File: src/rtl/lab_compose_if.sv
// rtl/lab_compose_if.sv - pixel handshake bundle between cube-root stages, Lab composer and sink
interface lab_compose_if #(
    parameter int DSIZE = 16
);
    logic [DSIZE-1:0] fx;
    logic [DSIZE-1:0] fy;
    logic [DSIZE-1:0] fz;
    logic             in_valid;
    logic             in_ready;
    logic [7:0]       L_out;
    logic [7:0]       a_out;
    logic [7:0]       b_out;
    logic             out_valid;
    logic             out_ready;

    modport master (
        output fx, fy, fz, in_valid, out_ready,
        input  in_ready, L_out, a_out, b_out, out_valid
    );

    modport slave (
        input  fx, fy, fz, in_valid, out_ready,
        output in_ready, L_out, a_out, b_out, out_valid
    );
endinterface

File: src/rtl/lab_compose.sv
// rtl/lab_compose.sv - three-stage f(X)/f(Y)/f(Z) to CIE L*a*b* composer with global stall
module lab_compose #(
    parameter int DSIZE = 16
) (
    input  logic          clock,
    input  logic          rst,
    lab_compose_if.slave  bus
);
    localparam int SW = DSIZE + 1;
    localparam int PW = DSIZE + 10;
    localparam int RW = PW - DSIZE;

    localparam logic signed [PW-1:0] K_L   = PW'(116);
    localparam logic signed [PW-1:0] K_A   = PW'(500);
    localparam logic signed [PW-1:0] K_B   = PW'(200);
    localparam logic signed [PW-1:0] L_OFF = {6'b000001, {(DSIZE+4){1'b0}}};
    localparam logic signed [PW-1:0] HALF  = {{(PW-DSIZE){1'b0}}, 1'b1, {(DSIZE-1){1'b0}}};

    logic stall;
    logic v1, v2, v3;
    logic signed [SW-1:0] s1_fy, s1_dxy, s1_dyz;
    logic signed [PW-1:0] p_l, p_a, p_b;
    logic signed [RW-1:0] r_l, r_a, r_b;
    logic [7:0] l_q, a_q, b_q;

    // A held output freezes the whole pipeline; nothing is compressed into bubbles.
    assign stall         = v3 && !bus.out_ready;
    assign bus.in_ready  = !stall;
    assign bus.out_valid = v3;
    assign bus.L_out     = l_q;
    assign bus.a_out     = a_q;
    assign bus.b_out     = b_q;

    function automatic logic [7:0] clamp_l(input logic signed [RW-1:0] v);
        if (v < 10'sd0)
            return 8'd0;
        else if (v > 10'sd100)
            return 8'd100;
        else
            return v[7:0];
    endfunction

    function automatic logic [7:0] clamp_ab(input logic signed [RW-1:0] v);
        if (v < -10'sd128)
            return 8'h80;
        else if (v > 10'sd127)
            return 8'h7f;
        else
            return v[7:0];
    endfunction

    // Round half-up: add one half LSB of the result, then drop DSIZE fraction bits arithmetically.
    always_comb begin
        r_l = RW'((p_l + HALF) >>> DSIZE);
        r_a = RW'((p_a + HALF) >>> DSIZE);
        r_b = RW'((p_b + HALF) >>> DSIZE);
    end

    // Stage 1: signed differences of the cube-root inputs.
    always_ff @(posedge clock or posedge rst) begin
        if (rst) begin
            v1     <= 1'b0;
            s1_fy  <= '0;
            s1_dxy <= '0;
            s1_dyz <= '0;
        end else if (!stall) begin
            v1 <= bus.in_valid;
            if (bus.in_valid) begin
                s1_fy  <= $signed({1'b0, bus.fy});
                s1_dxy <= $signed({1'b0, bus.fx}) - $signed({1'b0, bus.fy});
                s1_dyz <= $signed({1'b0, bus.fy}) - $signed({1'b0, bus.fz});
            end
        end
    end

    // Stage 2: full-width scaled products, no truncation.
    always_ff @(posedge clock or posedge rst) begin
        if (rst) begin
            v2  <= 1'b0;
            p_l <= '0;
            p_a <= '0;
            p_b <= '0;
        end else if (!stall) begin
            v2 <= v1;
            if (v1) begin
                p_l <= PW'(s1_fy) * K_L - L_OFF;
                p_a <= PW'(s1_dxy) * K_A;
                p_b <= PW'(s1_dyz) * K_B;
            end
        end
    end

    // Stage 3: clamp the rounded values into the 8-bit output ranges; data holds across bubbles.
    always_ff @(posedge clock or posedge rst) begin
        if (rst) begin
            v3  <= 1'b0;
            l_q <= '0;
            a_q <= '0;
            b_q <= '0;
        end else if (!stall) begin
            v3 <= v2;
            if (v2) begin
                l_q <= clamp_l(r_l);
                a_q <= clamp_ab(r_a);
                b_q <= clamp_ab(r_b);
            end
        end
    end
endmodule

File: src/flat_wrapper.sv
// flat-port wrapper written by rule: the top's interface ports become plain ports
module lab_compose_flat 
#(
    parameter int DSIZE = 16
)
  (clock, rst, bus_fx, bus_fy, bus_fz, bus_in_valid, bus_out_ready, bus_in_ready, bus_L_out, bus_a_out, bus_b_out, bus_out_valid);
  lab_compose_if #(.DSIZE(DSIZE)) bus_i ();
  input  logic clock;
  input  logic rst;
  input wire logic [$bits(bus_i.fx)-1:0] bus_fx;
  input wire logic [$bits(bus_i.fy)-1:0] bus_fy;
  input wire logic [$bits(bus_i.fz)-1:0] bus_fz;
  input wire logic [$bits(bus_i.in_valid)-1:0] bus_in_valid;
  input wire logic [$bits(bus_i.out_ready)-1:0] bus_out_ready;
  output wire logic [$bits(bus_i.in_ready)-1:0] bus_in_ready;
  output wire logic [$bits(bus_i.L_out)-1:0] bus_L_out;
  output wire logic [$bits(bus_i.a_out)-1:0] bus_a_out;
  output wire logic [$bits(bus_i.b_out)-1:0] bus_b_out;
  output wire logic [$bits(bus_i.out_valid)-1:0] bus_out_valid;
  assign bus_i.fx = bus_fx;
  assign bus_i.fy = bus_fy;
  assign bus_i.fz = bus_fz;
  assign bus_i.in_valid = bus_in_valid;
  assign bus_i.out_ready = bus_out_ready;
  assign bus_in_ready = bus_i.in_ready;
  assign bus_L_out = bus_i.L_out;
  assign bus_a_out = bus_i.a_out;
  assign bus_b_out = bus_i.b_out;
  assign bus_out_valid = bus_i.out_valid;
  lab_compose #(.DSIZE(DSIZE)) u_core (.clock(clock), .rst(rst), .bus(bus_i));
endmodule
File: config.mk
export PLATFORM = sky130hd
export DESIGN_NAME = lab_compose_flat
export DESIGN_NICKNAME = d
export VERILOG_FILES = /design/src/rtl/lab_compose_if.sv /design/src/rtl/lab_compose.sv /design/src/flat_wrapper.sv
export SDC_FILE = /design/constraint.sdc
export NUM_CORES = 1
export LEC_CHECK = 0
export BUFFER_PORTS_ARGS = -buffer_cell sky130_fd_sc_hd__buf_2
export CAP_MARGIN = 0
export CORE_UTILIZATION = 50
export CTS_BUF_LIST = sky130_fd_sc_hd__clkbuf_16
export CTS_CLUSTER_DIAMETER = 100
export DETAILED_ROUTE_END_ITERATION = 7
export GPL_TIMING_DRIVEN = 1
export PLACE_DENSITY_LB_ADDON = 0.3
export SYNTH_ARGS = -nofsm -noshare
export SYNTH_HDL_FRONTEND = slang
export SYNTH_SLANG_ARGS = --single-unit
export TNS_END_PERCENT = 5
File: constraint.sdc
create_clock -name clock -period 6.4 [get_ports clock]
set_input_delay 0.64 -clock clock [delete_from_list [all_inputs] [get_ports clock]]
set_output_delay 0.64 -clock clock [all_outputs]
set_load 0.02 [all_outputs]
==> impl_metrics.toml, run 1 <==
[critical_path]
worst-setup-path-type = "reg2reg"
cp_num_buf_inv = 4
crit_chain = "inv_1 -> fa_1 -> fa_1 -> inv_1 -> fa_1 -> inv_1 -> fa_1 -> inv_1 -> ha_1 -> a2111oi_0 -> o21ai_0 -> o2111a_1 -> o21a_1 -> a41o_1 -> a21oi_1 -> xor2_1 -> o21ai_0"
critPathCaptureType = "register"
critical_path.max_fanout = 6
worst_path_dominant_cell_family = "adder cells"
crit_arrival_ns = 5.13
worst-endpoint-required_ns = 6.62
worst_path_largest_cell_delay_ns = 0.53
start_kind = "register"
timing.critical_path.slowest_stage_cell = "sky130_fd_sc_hd__fa_1"

[clock_network]
cts-root-to-sink-buffers = 2
hold_buf_cts = 0
cts_resized = 0
cts_tree = "yes"
cts_made_buffers = 9
library_cell_used_as_clock_root_buffer = "sky130_fd_sc_hd__clkbuf_16"
htree_num_levels = 3
worst_setup_hold_path_clk_slew_ns = 0.08
tritoncts_num_sinks = 109
worstSkewPairLatency_ns = 0.36
post_cts.repair.setup_buffers = 0

[floorplanning]
placeableCoreArea_mm2 = 0.02425
row_count = 57
die_height_um = 158.9
io_pins = 78
floorplan.initialDensity = 0.5074
width_of_the_chip_um = 158.9
die-area_mm2 = 0.02524

[run_status]
status = "finished clean"

[synth]
synth.cells.most_frequent = "sky130_fd_sc_hd__inv_1 (345), sky130_fd_sc_hd__ha_1 (187), sky130_fd_sc_hd__nand2_1 (121)"
syn_inst = 1395
part_of_the_yosys_area_used_for_sequential_elements = 0.2217
synth_fp_nets = 1737
synth_top_cell_by_area = "sky130_fd_sc_hd__dfrtp_1"
number_of_warnings_issued_by_yosys = 0
ys_dominant_reg_cell = "sky130_fd_sc_hd__dfrtp_1"
post_synth_main_area_contributors = "sky130_fd_sc_hd__dfrtp_1 (22%), sky130_fd_sc_hd__ha_1 (19%), sky130_fd_sc_hd__fa_1 (17%)"
top_count_cell_post_synth = "sky130_fd_sc_hd__inv_1"
netlist_area_mm2 = 0.01230
yosys.area.top_type_share = 0.2217
synth-async-reset-ratio = 1.000
synth-edff-count = 0
post_synth_num_cell_types = 64
syn_area_per_cell_um2 = 8.820
yosys_register_bits = 109

[route]
finalWirelength_um = 24710
drt_iter0_drc = 483
drt-pass1-iter-count = 5
drc_violations_left = 0
routedWlPerCell_um = 13.78
via_count = 9052
drt-vias-per-instance = 5.049
ant_nets = 0

[global_routing]
use_met1 = 0.2880
grt_pass1_wl_um = 42710
overflow = 0
grt_max_degree = 83
grt_usage = 0.2063
groute.layer.met2.usage = 0.3377
antenna_found_initial = 0
first_global_vias = 9082
groute.layer.met3.usage = 0.02769
grt.busiest_layer = "met2"

[timing]
max_slew_margin = 0.2988
final_hold_viol_count = 0
fmax_mhz = 203.5
worstMarginPinSlew_ns = 1.052
slew_viol_final = 0
timing.clock.skew_ns = 0.006220
setup_repair_after_global_routing_missed_its_margin = "no"
post-route-period-util = 0.7677
setup_tns_final_ns = 0
min_cycle_time_layout_ns = 4.913
timing.final.setup_violations = 0

[finish]
drive_gt1_frac = 0.07828
seq_area_mm2 = 0.002728
multiInputGateArea_mm2 = 0.008187
final_core_util = 0.5494
finish.net_count = 1807
final.fill_count = 2237
layout_overhead_on_the_synthesized_area_pct = 8.267
antenna_cells_inserted = 0

[hold_path]
timing.hold.worst.class = "in2async"

[placement]
numPortBuffers = 77
place.detailed.hpwl_um = 21040
gp_routability_congestion = 0.8949

[job]
max_cap_check_violation_count = 0
-- logic make-up (layout without fill, tap and decap cells) --
group / count (synthesis) / count (layout) / share of synthesized area
adder cells (fa/ha/maj): 290 / 290 / 0.3577
AO/OA/AOI/OAI: 278 / 278 / 0.1434
flip-flops: 109 / 109 / 0.2217
buffers and inverters: 369 / 443 / 0.1132
AND/OR/NAND/NOR: 264 / 264 / 0.1024
multiplexers: 7 / 7 / 0.006101
XOR/XNOR: 78 / 78 / 0.05552
-- worst paths after layout --
kind	depth (start not counted)	end	startpoint	slack [ns]
min	2	u_core.bus.L_out[7]	rst	0.25
max in group asynchronous	3	u_core.s1_dxy[14]	rst	4.78
max	17	u_core.p_a[22]	u_core.s1_dxy[4]	1.49
min reg2reg	2	u_core.bus.out_valid	u_core.v2	0.47
max reg2reg	17	u_core.p_a[22]	u_core.s1_dxy[4]	1.49
min in group clock	2	u_core.bus.out_valid	u_core.v2	0.47
-- stage by stage --
step | worst slack [ns] | hold WS (ns) | cells | cell area (um^2)
final | 1.487 | 0.2499 | 1793 | 13320
after global routing | 1.131 | 0.2729 | 1793 | 13320
after CTS | 1.423 | 0.2512 | 1793 | 13320
after detailed placement | 1.445 | 0.4566 | 1778 | 13050
after global placement | 1.645 | 0.4538 | 1778 | 13050
after floorplan | 1.861 | 0.4365 | 1395 | 12300
-- state kept, by name, summed over array words and instances, names as in the netlist --
signal                count
u_core.bus.out_valid      1
u_core.p_a               11
u_core.v1                 1
u_core.p_b               11
u_core.p_l               10
u_core.s1_dyz            17
u_core.bus.a_out          8
u_core.bus.b_out          8
u_core.bus.L_out          8
u_core.s1_dxy            17
u_core.s1_fy             16
u_core.v2                 1
-- final cells by class --
class / count / share of cell area
Multi-Input combinational cell: 917 / 0.6145
Sequential cell: 109 / 0.2048
Inverter: 345 / 0.09740
Timing Repair Buffer: 83 / 0.03231
Tap cell: 324 / 0.03043
Clock buffer: 9 / 0.01691
Clock inverter: 6 / 0.003663
-- placed cells by master (no fill, tap or decap), types with 5 or more instances in the layout --
master / instances
sky130_fd_sc_hd__inv_1: 344
sky130_fd_sc_hd__ha_1: 187
sky130_fd_sc_hd__nand2_1: 120
sky130_fd_sc_hd__dfrtp_1: 109
sky130_fd_sc_hd__o21ai_0: 106
sky130_fd_sc_hd__fa_1: 103
sky130_fd_sc_hd__buf_2: 77
sky130_fd_sc_hd__a21oi_1: 44
sky130_fd_sc_hd__xor2_1: 43
sky130_fd_sc_hd__xnor2_1: 35
sky130_fd_sc_hd__nor2_1: 35
sky130_fd_sc_hd__a21o_1: 31
sky130_fd_sc_hd__nand3_1: 20
sky130_fd_sc_hd__nand2b_1: 14
sky130_fd_sc_hd__a211oi_1: 14
sky130_fd_sc_hd__nor2b_1: 13
sky130_fd_sc_hd__o21a_1: 13
sky130_fd_sc_hd__and3_1: 13
sky130_fd_sc_hd__o31ai_1: 10
sky130_fd_sc_hd__nand4_1: 10
sky130_fd_sc_hd__clkbuf_16: 9
sky130_fd_sc_hd__nor3_1: 7
sky130_fd_sc_hd__o22ai_1: 7
sky130_fd_sc_hd__buf_4: 6
sky130_fd_sc_hd__or3_1: 5
sky130_fd_sc_hd__and2_1: 5
sky130_fd_sc_hd__and4_1: 5
-- routing by layer --
metal	up-vias	part of all wire	wire length, um
li1	4651	-	-
met5	-	0	0
met1	4217	0.50	12280
met3	22	0.033	806
met4	0	0.016	401
met2	162	0.45	11220
-- worst reg2reg max path: cells and delay by family (launching register included) --
| kind | cells | cell delay [ns] |
|---|---|---|
| xor gates and xnor gates | 1 | 0.15 |
| buffers and inverters | 4 | 0.30 |
| DFF | 1 | 0.44 |
| adders and majority gates | 5 | 2.36 |
| AOI/OAI and AO/OA | 7 | 1.52 |
Power of run 1 is left out: the tool's default activity adds up to more than one toggle a clock period on the data nets, which glitch-free logic cannot reach.
==> run 2: changes to the inputs <==
clock period = 4.6 ns   (was 6.4 ns; I/O delays follow)
==> run 2 against run 1 <==
Against the previous run: final cell count rose by 1.6%; clock skew up 0.0054 ns; non-clock buffer count is 28 higher; die area did not move; register-to-register slack worse by 1.4 ns; sequential cell count stayed put; clock-buffer cell count is the same; critical path depth rose by 1; fmax is 9.5% higher; final area is 2.3% higher; routed wire length rose by 2.3%; first-iteration DRC count shrank 11%.
==> impl_metrics.toml, run 2 (synthesized netlist as in run 1, its figures left out) <==
[clock_network]
cts_tree = "yes"
hold_buf_cts = 0
htree_num_levels = 3
cts_made_buffers = 9
library_cell_used_as_clock_root_buffer = "sky130_fd_sc_hd__clkbuf_16"
cts-root-to-sink-buffers = 2
worst_setup_hold_path_clk_slew_ns = 0.08
worstSkewPairLatency_ns = 0.36
tritoncts_num_sinks = 109

[floorplanning]
die-area_mm2 = 0.02524
width_of_the_chip_um = 158.9
placeableCoreArea_mm2 = 0.02425
floorplan.initialDensity = 0.5074
row_count = 57
die_height_um = 158.9
io_pins = 78

[global_routing]
grt_max_degree = 76
first_global_vias = 9032
grt_pass1_wl_um = 42790
overflow = 0
antenna_found_initial = 0
grt_usage = 0.2072

[route]
drt-pass1-iter-count = 5
routedWlPerCell_um = 13.87
drt-vias-per-instance = 5.044
drt_iter0_drc = 432
drc_violations_left = 0
finalWirelength_um = 25270
via_count = 9191
ant_nets = 0

[finish]
final_core_util = 0.5623
final_cell_mix = "sky130_fd_sc_hd__inv_1 (335), sky130_fd_sc_hd__ha_1 (183), sky130_fd_sc_hd__nand2_1 (120)"
layout.cell_area.non_filler_mm2 = 0.01363
layout.cells.most_common = "sky130_fd_sc_hd__inv_1"
layout_overhead_on_the_synthesized_area_pct = 10.81
antenna_cells_inserted = 0
finish.net_count = 1835
drive_gt1_frac = 0.1115
final.fill_count = 2172
reg.largest.list = "u_core.s1_dxy (17), u_core.s1_dyz (17), u_core.s1_fy (16)"

[critical_path]
worst-setup-path-type = "reg2reg"
worst_path_largest_cell_delay_ns = 0.53
start_kind = "register"
crit_chain = "inv_2 -> buf_6 -> fa_1 -> fa_1 -> inv_1 -> fa_1 -> inv_2 -> fa_1 -> inv_1 -> ha_2 -> a21o_1 -> a211o_1 -> nand2b_4 -> o21a_1 -> a41o_1 -> a21oi_2 -> xor2_1 -> o21ai_1"
timing.critical_path.slowest_stage_cell = "sky130_fd_sc_hd__fa_1"
crit_top_cell = "sky130_fd_sc_hd__fa_1"
rrSetupSlack_ns = 0.11
worst-endpoint-required_ns = 4.82
crit_arrival_ns = 4.71
critical_path.max_fanout = 4
critPathCaptureType = "register"

[job]
max_cap_check_violation_count = 0

[timing]
timing.clock.skew_ns = 0.01162
timing.final.setup_violations = 0
slew_viol_final = 0
post-route-period-util = 0.9754
worstMarginPinSlew_ns = 0.9188
max_slew_margin = 0.3875
min_cycle_time_layout_ns = 4.487
final_hold_viol_count = 0
setup_repair_after_global_routing_missed_its_margin = "yes"
fin_hold_ws_ns = 0.3064
fmax_mhz = 222.9

[placement]
numPortBuffers = 77
place.detailed.hpwl_um = 21430
placement.cell_area_mm2 = 0.01323
gp_routability_congestion = 0.8831

[hold_path]
timing.hold.worst.class = "in2async"

[run_status]
status = "finished clean"
-- run 2: changes by cell type in the layout (fill, tap and decap cells not counted), sizes merged --
cell | before | now
buf | 83 | 111
inv | 347 | 348
-- run 2: cell type report --
class | instances | area [um^2] | area share
multi-input combinational | 917 | 8270 | 0.6066
clock inverter | 7 | 43.79 | 0.003212
inverter | 345 | 1297 | 0.09516
tap | 324 | 405.4 | 0.02973
sequential | 109 | 2731 | 0.2003
clock buffer | 9 | 225.2 | 0.01652
timing repair buffer | 111 | 660.6 | 0.04845
-- run 2: stage by stage --
step | worst slack [ns] | setup TNS (ns) | std cells
after global routing | -0.07799 | -0.2832 | 1822
final | 0.1133 | 0 | 1822
after detailed placement | -0.1458 | -0.4865 | 1800
after CTS | 0.01010 | 0 | 1816
after floorplan | 0.06114 | 0 | 1395
after global placement | 0.02567 | 0 | 1800
-- run 2: repair_timing --
| action | in CTS | in global routing |
|---|---|---|
| pin swaps | 1 | 23 |
| gates resized for setup | 6 | 26 |
| buffers inserted | 0 | 6 |
| endpoints found under the setup margin | 7 | 10 |
-- run 2: metal layers --
layer,wire length [um],vias to the layer above,global-route usage
met3,676,18,0.01855
li1,-,4719,-
met2,11890,142,0.3497
met4,258,0,0.04458
met5,0,-,0
met1,12450,4312,0.2895
-- run 2: path summary, 6_finish.rpt --
path / end / start / cells past startpoint
setup / recovery: u_core.p_a[22] / u_core.s1_dxy[9] / 18
min in group clock: u_core.s1_dxy[13] / bus_in_valid / 3
setup reg to reg: u_core.p_a[22] / u_core.s1_dxy[9] / 18
hold / removal: u_core.bus.a_out[0] / rst / 2
max in group asynchronous: u_core.s1_fy[4] / rst / 3
hold reg to reg: u_core.bus.a_out[4] / u_core.bus.a_out[4] / 1
-- run 2: critical path: cells and delay by family (launching register included) --
| family | cells | cell delay [ns] |
|---|---|---|
| AND/OR/NAND/NOR | 1 | 0.14 |
| flip-flops | 1 | 0.37 |
| XOR/XNOR | 1 | 0.16 |
| adder cells (fa/ha/maj) | 5 | 2.22 |
| buffers and inverters | 5 | 0.32 |
| AO/OA/AOI/OAI | 6 | 1.15 |
Power of run 2 is left out for the same reason.
